===== src/rtl/implication_queue.sv =====
`default_nettype none
// ============================================================================
// Module      : implication_queue
// Description : Buffers unit-clause implications. Drops duplicates, latches
//               the first conflicting implication and presents the rest FIFO.
// Revision    : 1.0 - initial release
// ============================================================================
module implication_queue #(
  parameter int NUM_VARIABLE = 128,
  parameter int DEPTH        = 16,
  localparam int VAR_W       = $clog2(NUM_VARIABLE),
  localparam int PTR_W       = $clog2(DEPTH),
  localparam int CNT_W       = $clog2(DEPTH + 1)
) (
  input  logic             clock_i,
  input  logic             reset_i,
  input  logic             flush_i,
  input  logic             in_valid_i,
  input  logic [VAR_W-1:0] in_var_i,
  input  logic             in_value_i,
  output logic             in_ready_o,
  output logic             out_valid_o,
  output logic [VAR_W-1:0] out_var_o,
  output logic             out_value_o,
  input  logic             out_ready_i,
  output logic             conflict_o,
  output logic [VAR_W-1:0] conflict_var_o,
  output logic [CNT_W-1:0] count_o,
  output logic             empty_o,
  output logic             full_o
);

  localparam int ENTRY_W = VAR_W + 1;

  logic [ENTRY_W-1:0]      mem_q [DEPTH];
  logic [ENTRY_W-1:0]      mem_d [DEPTH];
  logic [PTR_W-1:0]        rd_ptr_q, rd_ptr_d;
  logic [PTR_W-1:0]        wr_ptr_q, wr_ptr_d;
  logic [CNT_W-1:0]        count_q, count_d;
  logic [NUM_VARIABLE-1:0] pending_q, pending_d;
  logic [NUM_VARIABLE-1:0] pending_val_q, pending_val_d;
  logic                    conflict_q, conflict_d;
  logic [VAR_W-1:0]        conflict_var_q, conflict_var_d;

  logic                    full;
  logic                    empty;
  logic                    push;
  logic                    pop;
  logic [VAR_W-1:0]        head_var;
  logic                    head_val;
  logic                    pend_after_pop;
  logic                    push_new;
  logic                    push_conflict;

  assign full        = (count_q == CNT_W'(DEPTH));
  assign empty       = (count_q == '0);
  assign in_ready_o  = !full && !conflict_q;
  assign out_valid_o = !empty && !conflict_q;

  assign {head_var, head_val} = mem_q[rd_ptr_q];

  assign push = in_valid_i && in_ready_o;
  assign pop  = out_valid_o && out_ready_i;

  // Classification sees the pending map with any same-cycle pop already
  // retired, so re-pushing the departing head variable counts as new.
  assign pend_after_pop = pending_q[in_var_i] && !(pop && (head_var == in_var_i));
  assign push_new       = push && !pend_after_pop;
  assign push_conflict  = push && pend_after_pop && (pending_val_q[in_var_i] != in_value_i);

  always_comb begin
    mem_d          = mem_q;
    rd_ptr_d       = rd_ptr_q;
    wr_ptr_d       = wr_ptr_q;
    pending_d      = pending_q;
    pending_val_d  = pending_val_q;
    conflict_d     = conflict_q;
    conflict_var_d = conflict_var_q;
    count_d        = count_q + CNT_W'(push_new) - CNT_W'(pop);

    if (pop) begin
      rd_ptr_d            = rd_ptr_q + PTR_W'(1);
      pending_d[head_var] = 1'b0;
    end

    if (push_new) begin
      mem_d[wr_ptr_q]          = {in_var_i, in_value_i};
      wr_ptr_d                 = wr_ptr_q + PTR_W'(1);
      pending_d[in_var_i]      = 1'b1;
      pending_val_d[in_var_i]  = in_value_i;
    end

    // Only reachable while conflict_q is clear, so the first offender sticks.
    if (push_conflict) begin
      conflict_d     = 1'b1;
      conflict_var_d = in_var_i;
    end
  end

  always_ff @(posedge clock_i) begin
    if (reset_i || flush_i) begin
      mem_q          <= '{default: '0};
      rd_ptr_q       <= '0;
      wr_ptr_q       <= '0;
      count_q        <= '0;
      pending_q      <= '0;
      pending_val_q  <= '0;
      conflict_q     <= 1'b0;
      conflict_var_q <= '0;
    end else begin
      mem_q          <= mem_d;
      rd_ptr_q       <= rd_ptr_d;
      wr_ptr_q       <= wr_ptr_d;
      count_q        <= count_d;
      pending_q      <= pending_d;
      pending_val_q  <= pending_val_d;
      conflict_q     <= conflict_d;
      conflict_var_q <= conflict_var_d;
    end
  end

  assign out_var_o      = head_var;
  assign out_value_o    = head_val;
  assign conflict_o     = conflict_q;
  assign conflict_var_o = conflict_var_q;
  assign count_o        = count_q;
  assign empty_o        = empty;
  assign full_o         = full;

endmodule
`default_nettype wire


===== config.mk =====
export PLATFORM = sky130hd
export DESIGN_NAME = implication_queue
export DESIGN_NICKNAME = d
export VERILOG_FILES = /design/src/rtl/implication_queue.sv
export SDC_FILE = /design/constraint.sdc
export NUM_CORES = 1
export LEC_CHECK = 0
export BUFFER_PORTS_ARGS = -buffer_cell sky130_fd_sc_hd__buf_4
export CAP_MARGIN = 20
export CORE_MARGIN = 2
export CORE_UTILIZATION = 50
export CTS_BUF_LIST = sky130_fd_sc_hd__clkbuf_16
export DETAILED_ROUTE_END_ITERATION = 12
export PLACE_DENSITY = 0.7
export SYNTH_ARGS = -nofsm -noshare
export SYNTH_HDL_FRONTEND = slang
export SYNTH_SLANG_ARGS = --single-unit

===== constraint.sdc =====
create_clock -name clock_i -period 5.6 [get_ports clock_i]
set_clock_uncertainty 0.2 [all_clocks]
set_input_delay 1.12 -clock clock_i [delete_from_list [all_inputs] [get_ports clock_i]]
set_output_delay 1.12 -clock clock_i [all_outputs]
set_load 0.1 [all_outputs]

==> reports/results.tsv <==
metric	value	unit
Final Net Count	1997	
DP HPWL	36700	um
Longest Clk Path Bufs	3	
Final Max Tran Viols	0	
crit start category	input port	
Clock power frac	41.0	%
number of synthesized flops with an enable pin	0	
die height	200	um
Vias/cell	6.48	
Top Layer Used	met4	
Data required, critical path	5.89	ns
Max Freq	204	MHz
Met3 Wirelength	5730	um
Post-Route M1 WL	23300	um
Switching Share	30.1	%
Synth top area share	42.4	%
Critical Path AT	5.20	ns
Residual DRC	0	
Final Hold Fails	0	
IO Count	38	
Die Wd	200	um
RSZ-0062 raised after global routing	no	
Routed WL per cell	23.3	um
CP endpoint kind	register	
cts repair resizes	0	
initial antenna violation count	0	
CTS tree	done	
Min-Delay Path Class	reg2reg	
Site Rows	71	
clock root cell	clkbuf_16	
area growth from synthesis to layout	11.4	%
synth unique cells	64	
core area	0.0377	mm^2
Synth warnings	0	
die area	0.0398	mm^2
CTS Buf Count	43	
VDD IR-drop max	0.329	mV
crit path time final	4.90	ns
outcome	completed	
CTS sink cnt	405	
Via Count	16292	
Pre-antenna DRT Iters	6	
Min Hold Slack	0.255	ns
Post-Syn Area	0.0191	mm^2
clock latency at the later pin of the worst-skew pair	0.56	ns
Mapped Cells	1990	
Psw	0.00203	W
vias in the first global route	16168	
Placer Congestion	0.903	
Int Pwr	0.00470	W
final setup vio count	0	
period utilisation layout	87.6	%
power per cell area	316	mW/mm^2
Most used DFF post-synth	dfxtp_1	
Routed Wire Length	58600	um
filler instances	3263	
worst-path fanout max	22	
FFs w/ async S/R, synth	0	%
number of setup buffers added after CTS	0	
largest net degree at the start of global routing	190	
Mean Syn Cell Area	9.61	um^2
Finished Layout Cells	2515	
Max Cap Viol	0	
FF+latch area	0.00811	mm^2
worst slew pin tran	1.13	ns
most common cell in the netlist	dfxtp_1	
number of routed nets with antenna violations	0	
Area contributors post-synth	dfxtp_1, mux2i_1, nand2_1	
clock-pin slew on the worst setup and hold paths	0.06	ns
Diodes inserted	0	
Post-Syn Nets	2015	
Multi-input gate area	0.0103	mm^2
number of synthesized register bits	405	
GR Overflow Total	0	
Buffers on Ports	37	
Gate power share	15.5	%
Slew HR	24.8	%
H-tree levels	2	
first-pass GRT wire length	91200	um
initial drt markers	1569	
worst slack at placement	0.243	ns
post-cts hold buffer count	0	
register area share after synthesis	42.4	%
Crit Path Class	in2reg	
total track usage	29.5	%
P_leak	8.75	nW
Initial Utilization	50.8	%
total power	0.00673	W
top cells by count, synth	dfxtp_1, nand2_1, mux2i_1, o21ai_0, a21oi_1	
largest area contributor in the netlist	dfxtp_1	
worst setup margin	0.697	ns
met2 wire length	26800	um
share of cells above drive strength 1	15.1	%
DP Cell Count	2438	
Seq pwr share	43.5	%
## state kept, by name (all words and copies together), names as in the netlist
signal,cells
mem_q,128
pending_q,128
pending_val_q,128
conflict_var_o,7
count_o,5
rd_ptr_q,4
wr_ptr_q,4
conflict_o,1
## worst paths after layout
check	startpoint	cells after the start	to	slack, ns
max	in_var_i[1]	19	count_o[4]	0.70
min	pending_val_q[30]	2	pending_val_q[30]	0.25
max reg2reg	rd_ptr_q[2]	18	count_o[4]	0.88
min reg2reg	pending_val_q[30]	2	pending_val_q[30]	0.25
## cell families after synthesis
| group | count (synthesis) | share of synthesized area [%] |
|---|---|---|
| adder cells (fa/ha/maj) | 12 | 0.824 |
| buffers and inverters | 194 | 4.45 |
| flip-flops | 405 | 42.4 |
| multiplexers | 396 | 24.3 |
| AO/OA/AOI/OAI | 387 | 11.8 |
| XOR/XNOR | 13 | 0.595 |
| AND/OR/NAND/NOR | 583 | 15.7 |
## worst max-delay path: stages
cell and delay (ns):
buf_4 0.35, mux4_2 0.56, mux2_2 0.29, a22o_1 0.26
a2111oi_0 0.45, buf_4 0.20, nand4_1 0.20, o41ai_4 0.15
nand2_1 0.11, ha_1 0.28, inv_1 0.04, ha_1 0.18
inv_1 0.07, fa_1 0.15, inv_1 0.06, a21oi_1 0.15
nor2_1 0.07, or3_1 0.34, a21oi_1 0.14
## power groups by stage
stage	Combinational [W]	Clock [W]	Sequential, W
after floorplan	0.000654	0	0.00306
after global routing	0.00108	0.00290	0.00293
final	0.00105	0.00276	0.00293
after CTS	0.00102	0.00277	0.00293
after detailed placement	0.00102	0	0.00299
after global placement	0.00101	0	0.00299
## stage by stage
step	setup TNS (ns)	cell area (um^2)	util, %
floorplan	-0.0942	19200	-
global placement	0	20000	53.0
detailed placement	0	20000	53.0
CTS	0	21300	56.6
global route	0	21300	56.6
finish	0	21300	56.6
## cells in the final DEF (no fill, tap or decap), drive strengths merged, types with 3 or more instances in the layout
master | synthesis | routed
ha | 11 | 11
clkinv | 3 | 25
xnor2 | 9 | 9
mux2i | 307 | 307
nand2b | 11 | 11
and3 | 3 | 3
xor2 | 4 | 4
a221o | 8 | 8
o21ai | 148 | 148
nor3 | 9 | 9
nand3 | 16 | 16
nand2 | 311 | 311
and2 | 9 | 9
a31oi | 9 | 9
mux2 | 39 | 39
a21oi | 146 | 146
or3 | 3 | 3
a21boi | 3 | 3
dfxtp | 405 | 405
inv | 13 | 19
buf | 53 | 115
nand4 | 149 | 149
nor2b | 10 | 10
o22ai | 4 | 4
a22o | 12 | 12
mux4 | 50 | 50
a22oi | 18 | 18
a221oi | 18 | 18
clkbuf | 125 | 45
nor2 | 39 | 39
o211ai | 4 | 4
nand3b | 9 | 9
## area by class of cell
| type | count | share of cell area (%) |
|---|---|---|
| Clock inverter | 32 | 0.992 |
| Timing Repair Buffer | 115 | 4.29 |
| Sequential cell | 405 | 38.1 |
| Clock buffer | 45 | 5.28 |
| Inverter | 16 | 0.282 |
| Multi-Input combinational cell | 1391 | 48.1 |
| Tap cell | 511 | 3.00 |
## metal layers
metal / GRT usage (%) / up-vias
met5: 0 / -
met4: 14.3 / 0
met3: 6.65 / 232
met1: 37.6 / 7892
met2: 47.1 / 912
li1: - / 7256
No activity file was read; power rests on OpenSTA's default activity.
